===== src/rtl/lc3_pkg.sv =====
// Shared LC-3 datapath types and constants.
package lc3_pkg;

  typedef logic [2:0]  reg_idx_t;
  typedef logic [15:0] word_t;

  localparam reg_idx_t   R7_IDX    = 3'b111;
  localparam logic [2:0] NZP_N     = 3'b100;
  localparam logic [2:0] NZP_Z     = 3'b010;
  localparam logic [2:0] NZP_P     = 3'b001;
  localparam logic [2:0] NZP_RESET = NZP_Z;

endpackage


===== src/rtl/nzp_gen.sv =====
// Combinational bus -> one-hot {N,Z,P} condition-code encoding.
module nzp_gen
  import lc3_pkg::*;
#(
  parameter int unsigned WIDTH = 16
) (
  input  logic [WIDTH-1:0] bus,
  output logic [2:0]       nzp
);

  // Sign bit wins, then zero test, otherwise positive.
  always_comb begin
    nzp = NZP_P;
    if (bus[WIDTH-1]) begin
      nzp = NZP_N;
    end else if (bus == '0) begin
      nzp = NZP_Z;
    end
  end

endmodule


===== src/rtl/reg_file_cc.sv =====
// LC-3 general register file (R0-R7) with NZP condition codes and BEN flop.
// Optional build macro REGFILE_BYPASS_EN: forwards BUS to a read port whose
// index matches the register being written in the same cycle.
module reg_file_cc
  import lc3_pkg::*;
#(
  parameter int unsigned NREGS = 8,
  parameter int unsigned WIDTH = 16
) (
  input  logic             Clk,
  input  logic             Reset,
  input  logic             LD_REG,
  input  logic             LD_CC,
  input  logic             LD_BEN,
  input  logic             DRMUX,
  input  logic             SR1MUX,
  input  logic [15:0]      IR,
  input  logic [WIDTH-1:0] BUS,
  output logic [WIDTH-1:0] SR1_OUT,
  output logic [WIDTH-1:0] SR2_OUT,
  output logic [2:0]       NZP,
  output logic             BEN
);

  logic [WIDTH-1:0] regs_q [NREGS];
  logic [2:0]       nzp_q;
  logic             ben_q;

  reg_idx_t   dr;
  reg_idx_t   sr1;
  reg_idx_t   sr2;
  logic [2:0] cc_next;

  // Opcode and immediate fields not used by the register file.
  logic unused_ir;
  assign unused_ir = ^{IR[15:12], IR[5:3]};

  // Register index selection from IR fields.
  always_comb begin
    dr  = DRMUX ? R7_IDX : IR[11:9];
    sr1 = SR1MUX ? IR[8:6] : IR[11:9];
    sr2 = IR[2:0];
  end

  nzp_gen #(
    .WIDTH (WIDTH)
  ) u_nzp_gen (
    .bus (BUS),
    .nzp (cc_next)
  );

  // State update: reset dominates every load; loads are independent.
  always_ff @(posedge Clk) begin
    if (Reset) begin
      for (int unsigned i = 0; i < NREGS; i++) begin
        regs_q[i] <= '0;
      end
      nzp_q <= NZP_RESET;
      ben_q <= 1'b0;
    end else begin
      if (LD_REG) begin
        regs_q[dr] <= BUS;
      end
      if (LD_CC) begin
        nzp_q <= cc_next;
      end
      // Uses the pre-edge NZP even when LD_CC fires on the same edge.
      if (LD_BEN) begin
        ben_q <= |(IR[11:9] & nzp_q);
      end
    end
  end

  // Combinational read ports, optionally forwarding the in-flight write.
  always_comb begin
    SR1_OUT = regs_q[sr1];
    SR2_OUT = regs_q[sr2];
`ifdef REGFILE_BYPASS_EN
    if (LD_REG && (dr == sr1)) begin
      SR1_OUT = BUS;
    end
    if (LD_REG && (dr == sr2)) begin
      SR2_OUT = BUS;
    end
`else
`endif
  end

  assign NZP = nzp_q;
  assign BEN = ben_q;

endmodule


===== config.mk =====
export PLATFORM = sky130hd
export DESIGN_NAME = reg_file_cc
export DESIGN_NICKNAME = d
export VERILOG_FILES = /design/src/rtl/lc3_pkg.sv /design/src/rtl/nzp_gen.sv /design/src/rtl/reg_file_cc.sv
export SDC_FILE = /design/constraint.sdc
export NUM_CORES = 1
export LEC_CHECK = 0
export ABC_AREA = 1
export CORE_ASPECT_RATIO = 1.5
export CORE_UTILIZATION = 45
export DETAILED_ROUTE_END_ITERATION = 6
export PLACE_DENSITY_LB_ADDON = 0.05
export RECOVER_POWER = 100
export REMOVE_ABC_BUFFERS = 1
export SYNTH_ARGS = -nofsm -noshare
export SYNTH_HDL_FRONTEND = slang
export SYNTH_SLANG_ARGS = --single-unit

===== constraint.sdc =====
create_clock -name Clk -period 3.65 [get_ports Clk]
set_input_delay 0.365 -clock Clk [delete_from_list [all_inputs] [get_ports Clk]]
set_output_delay 0.365 -clock Clk [all_outputs]
set_load 0.01 [all_outputs]

==> results_dict.tcl <==
set metrics [dict create \
    run_status "finished with violations" \
    violations "max-capacitance violations, max-slew violations" \
    hpwl_um 13900 \
    path_class "input pin to register" \
    setup_viol_count_final 0 \
    final_antenna_net_count 0 \
    grt_pass1_vias 6499 \
    unrepaired_setup_endpoints_after_global_routing "no" \
    syn2layout_area_growth_pct 17.5 \
    yosys_warnings 0 \
    timing.final.max_slew_violations 17 \
    critical_path_arrival_ns 3.37 \
    routed_wirelength_um 23300 \
    worst-slew-pin-transition_ns 1.54 \
    post_drt_via_cell_ratio 5.31 \
    total_via_count_in_the_routed_design 6787 \
    critical-path-slowest-cell "sky130_fd_sc_hd__dlygate4sd3_1" \
    clk_pin_slew_ns 0.06 \
    grtUsageMet1_pct 36.0 \
    rr_worst_depth 2 \
    yosys.cell_types.count 24 \
    gp_routability_congestion 0.790 \
    htreeDepth 4 \
    worstReg2RegEnd "BEN" \
    syn_area_per_cell_um2 7.79 \
    fp.dieW_um 109 \
    portBuffers 67 \
    final.setup.tns_ns 0 \
    worst_path_dominant_cell_family "buffers and inverters" \
    period_share_pct 90.7 \
    post-cts-setup-buffers 0 \
    whs_endpoint "NZP[0]" \
    placedInstanceArea_um2 8650 \
    mappedNetlistArea_um2 7790 \
    wire_length_of_the_first_global_routing_pass_um 36000 \
    max-clock-path-buffers 2 \
    synth_top_area_cell "sky130_fd_sc_hd__edfxtp_1" \
    initial_core_util_pct 46.3 \
    fin_skew_ns 0.00629 \
    drt-initial-drc-count 601 \
    post-place-ws_ns 0.423 \
    hold_class "register to register" \
    die_y_um 163 \
    netlist_instances 1000 \
    cts_hold_repair.buffers 0 \
    initial_antenna_violation_count 0 \
    global_routing_usage_on_met2_pct 47.5 \
    layout.filler_cells 1639 \
    drt-pass1-iter-count 5 \
    core_area_um2 16800 \
    globalRoute.totalOverflow 0 \
    setup.reg_to_reg.worst_slack_ns 2.96 \
    pin_count_of_the_biggest_net_entering_global_routing 85 \
    worstPathBufferInverterCount 4 \
    grt_use_met3_pct 4.39 \
    fin_total_pwr_mw 4.27 \
    num_rows 58 \
    peak_supply_drop_mv 0.298 \
    critPathLaunchType "input pin" \
    grt.total_usage_pct 28.0 \
    maxCapViolCount 1 \
    netlist_top_cells_area "sky130_fd_sc_hd__edfxtp_1 49%, sky130_fd_sc_hd__nand2_1 12%, sky130_fd_sc_hd__nor2_1 7.7%" \
    clkSinkCount 132 \
    crit_path_end_kind "register" \
    timing.final.ws_setup_ns 0.338 \
    clk_latency_ns 0.41 \
    clk_root_buffer_cell "sky130_fd_sc_hd__clkbuf_16" \
    netlist.area_leader.share_pct 49.3 \
    design.die.area_um2 17900 \
    rr_startpoint "NZP[2]" \
    fmax_mhz 302 \
    route.detailed.drc 0 \
    stdcell_area_um2 9160 \
    cts_inserted_buffers 17 \
    finalNetCount 1094 \
    cpPeakStageDelay_ns 0.58 \
    slew_headroom_pct -2.89 \
    yosysSeqAreaShare_pct 50.3 \
    p_leak_nw 4.18 \
    post_route_cells_drive_above_1_share_pct 5.24 \
    routedWlPerCell_um 18.2 \
    crit_fanout 17 \
    hp-start "NZP[0]" \
    crit_chain "dlygate4sd3_1, inv_1, nand2_1, nor3_1, nand2_2, clkbuf_1, nand2_1, clkbuf_1" \
    tritoncts "yes" \
    required_ns 3.71 \
    synth_seq_cells 132 \
    antenna_cells 0 \
    grt-busiest-layer "met2" \
    hold_depth 2 \
    timing_hold_violations_final 0 \
    floorplan.io_pins 75 \
    final_period_minus_worst_setup_slack_ns 3.31 \
    power_density_nw_per_um2 466 \
    post_cts.resized_instances 0 \
]
through the flow:
| stage | cells | utilization (%) | hold slack [ns] |
|---|---|---|---|
| global placement | 1246 | 51.4 | 0.502 |
| global route | 1278 | 54.4 | 0.538 |
| CTS | 1278 | 55.0 | 0.522 |
| detailed placement | 1246 | 51.4 | 0.508 |
| floorplan | 940 | - | 0.434 |
| finish | 1278 | 54.4 | 0.514 |
worst reg2reg max path, delay by kind of cell (launching register included):
| kind | cells | cell delay (ns) |
|---|---|---|
| DFF | 1 | 0.36 |
| AOI/OAI and AO/OA | 1 | 0.18 |
| and+or+nand+nor | 1 | 0.06 |
worst max path at each step:
| stage | from | to | slack [ns] | cells past startpoint |
|---|---|---|---|---|
| 2_1_floorplan | IR[10] | SR1_OUT[0] | 1.37 | 6 |
| 3_3_place_gp | SR1MUX | SR1_OUT[0] | 0.42 | 8 |
| 3_5_place_dp | SR1MUX | SR1_OUT[14] | 0.42 | 8 |
| 4_1_cts | SR1MUX | SR1_OUT[14] | 0.42 | 8 |
| 5_1_grt | Reset | regs_q[0][4] | 0.15 | 8 |
| 6_report | Reset | regs_q[0][3] | 0.34 | 8 |
report_power, final:
part	internal (mW)	switching (mW)	total [mW]
sequential	1.76	0.0322	1.79
combinational	0.248	0.433	0.681
clock	1.14	0.655	1.79
total	3.14	1.12	4.27
synthesized netlist by cell type, drive strengths merged:
cell and count:
a21oi 50, a41oi 1, buf 47, clkbuf 13, dfxtp 4, edfxtp 128, inv 137, nand2 259
nand3 113, nand3b 16, nor2 160, nor3 2, o211ai 16, o21ai 54
cell families (layout without fill, tap and decap cells):
logic type / Yosys count / after routing / share of synthesized area [%]
buf+inv: 197 / 265 / 11.3
flops: 132 / 132 / 50.3
compound gates: 121 / 121 / 8.52
simple gates: 550 / 550 / 29.8
state kept, by name, indices dropped and copies added, names as in the netlist:
signal  count
NZP         3
regs_q    128
BEN         1
layer usage:
layer	part of all wire (%)	routed length, um
met1	41	9580
met2	49	11500
met3	6.9	1610
met4	2.4	558
met5	0	0
area by class of cell:
cell class,count,area [um2],area share [%]
flip-flops and latches,132,3920,42.8
multi-input cells,671,2970,32.4
repair buffers,96,877,9.57
inverters,137,514,5.61
clock buffers,18,429,4.68
well taps,210,263,2.87
clock inverters,14,185,2.02
cell usage in the layout (no fill, tap or decap), types with 2 or more instances in the layout:
master and count:
sky130_fd_sc_hd__edfxtp_1 128, sky130_fd_sc_hd__nor2_1 160, sky130_fd_sc_hd__clkdlybuf4s50_1 29, sky130_fd_sc_hd__o21ai_0 51, sky130_fd_sc_hd__nor3_1 2, sky130_fd_sc_hd__o21ai_2 2
sky130_fd_sc_hd__nand2_2 7, sky130_fd_sc_hd__o211ai_1 16, sky130_fd_sc_hd__clkinv_2 3, sky130_fd_sc_hd__nand2_4 2, sky130_fd_sc_hd__clkinv_1 2, sky130_fd_sc_hd__clkbuf_16 17
sky130_fd_sc_hd__buf_12 5, sky130_fd_sc_hd__nand3b_1 16, sky130_fd_sc_hd__clkbuf_1 18, sky130_fd_sc_hd__dfxtp_1 4, sky130_fd_sc_hd__inv_1 136, sky130_fd_sc_hd__buf_4 7
sky130_fd_sc_hd__clkinv_4 3, sky130_fd_sc_hd__dlygate4sd3_1 36, sky130_fd_sc_hd__nand3_1 113, sky130_fd_sc_hd__bufinv_16 4, sky130_fd_sc_hd__a21oi_1 50, sky130_fd_sc_hd__nand2_1 250
(Power assumes the default switching activity.)
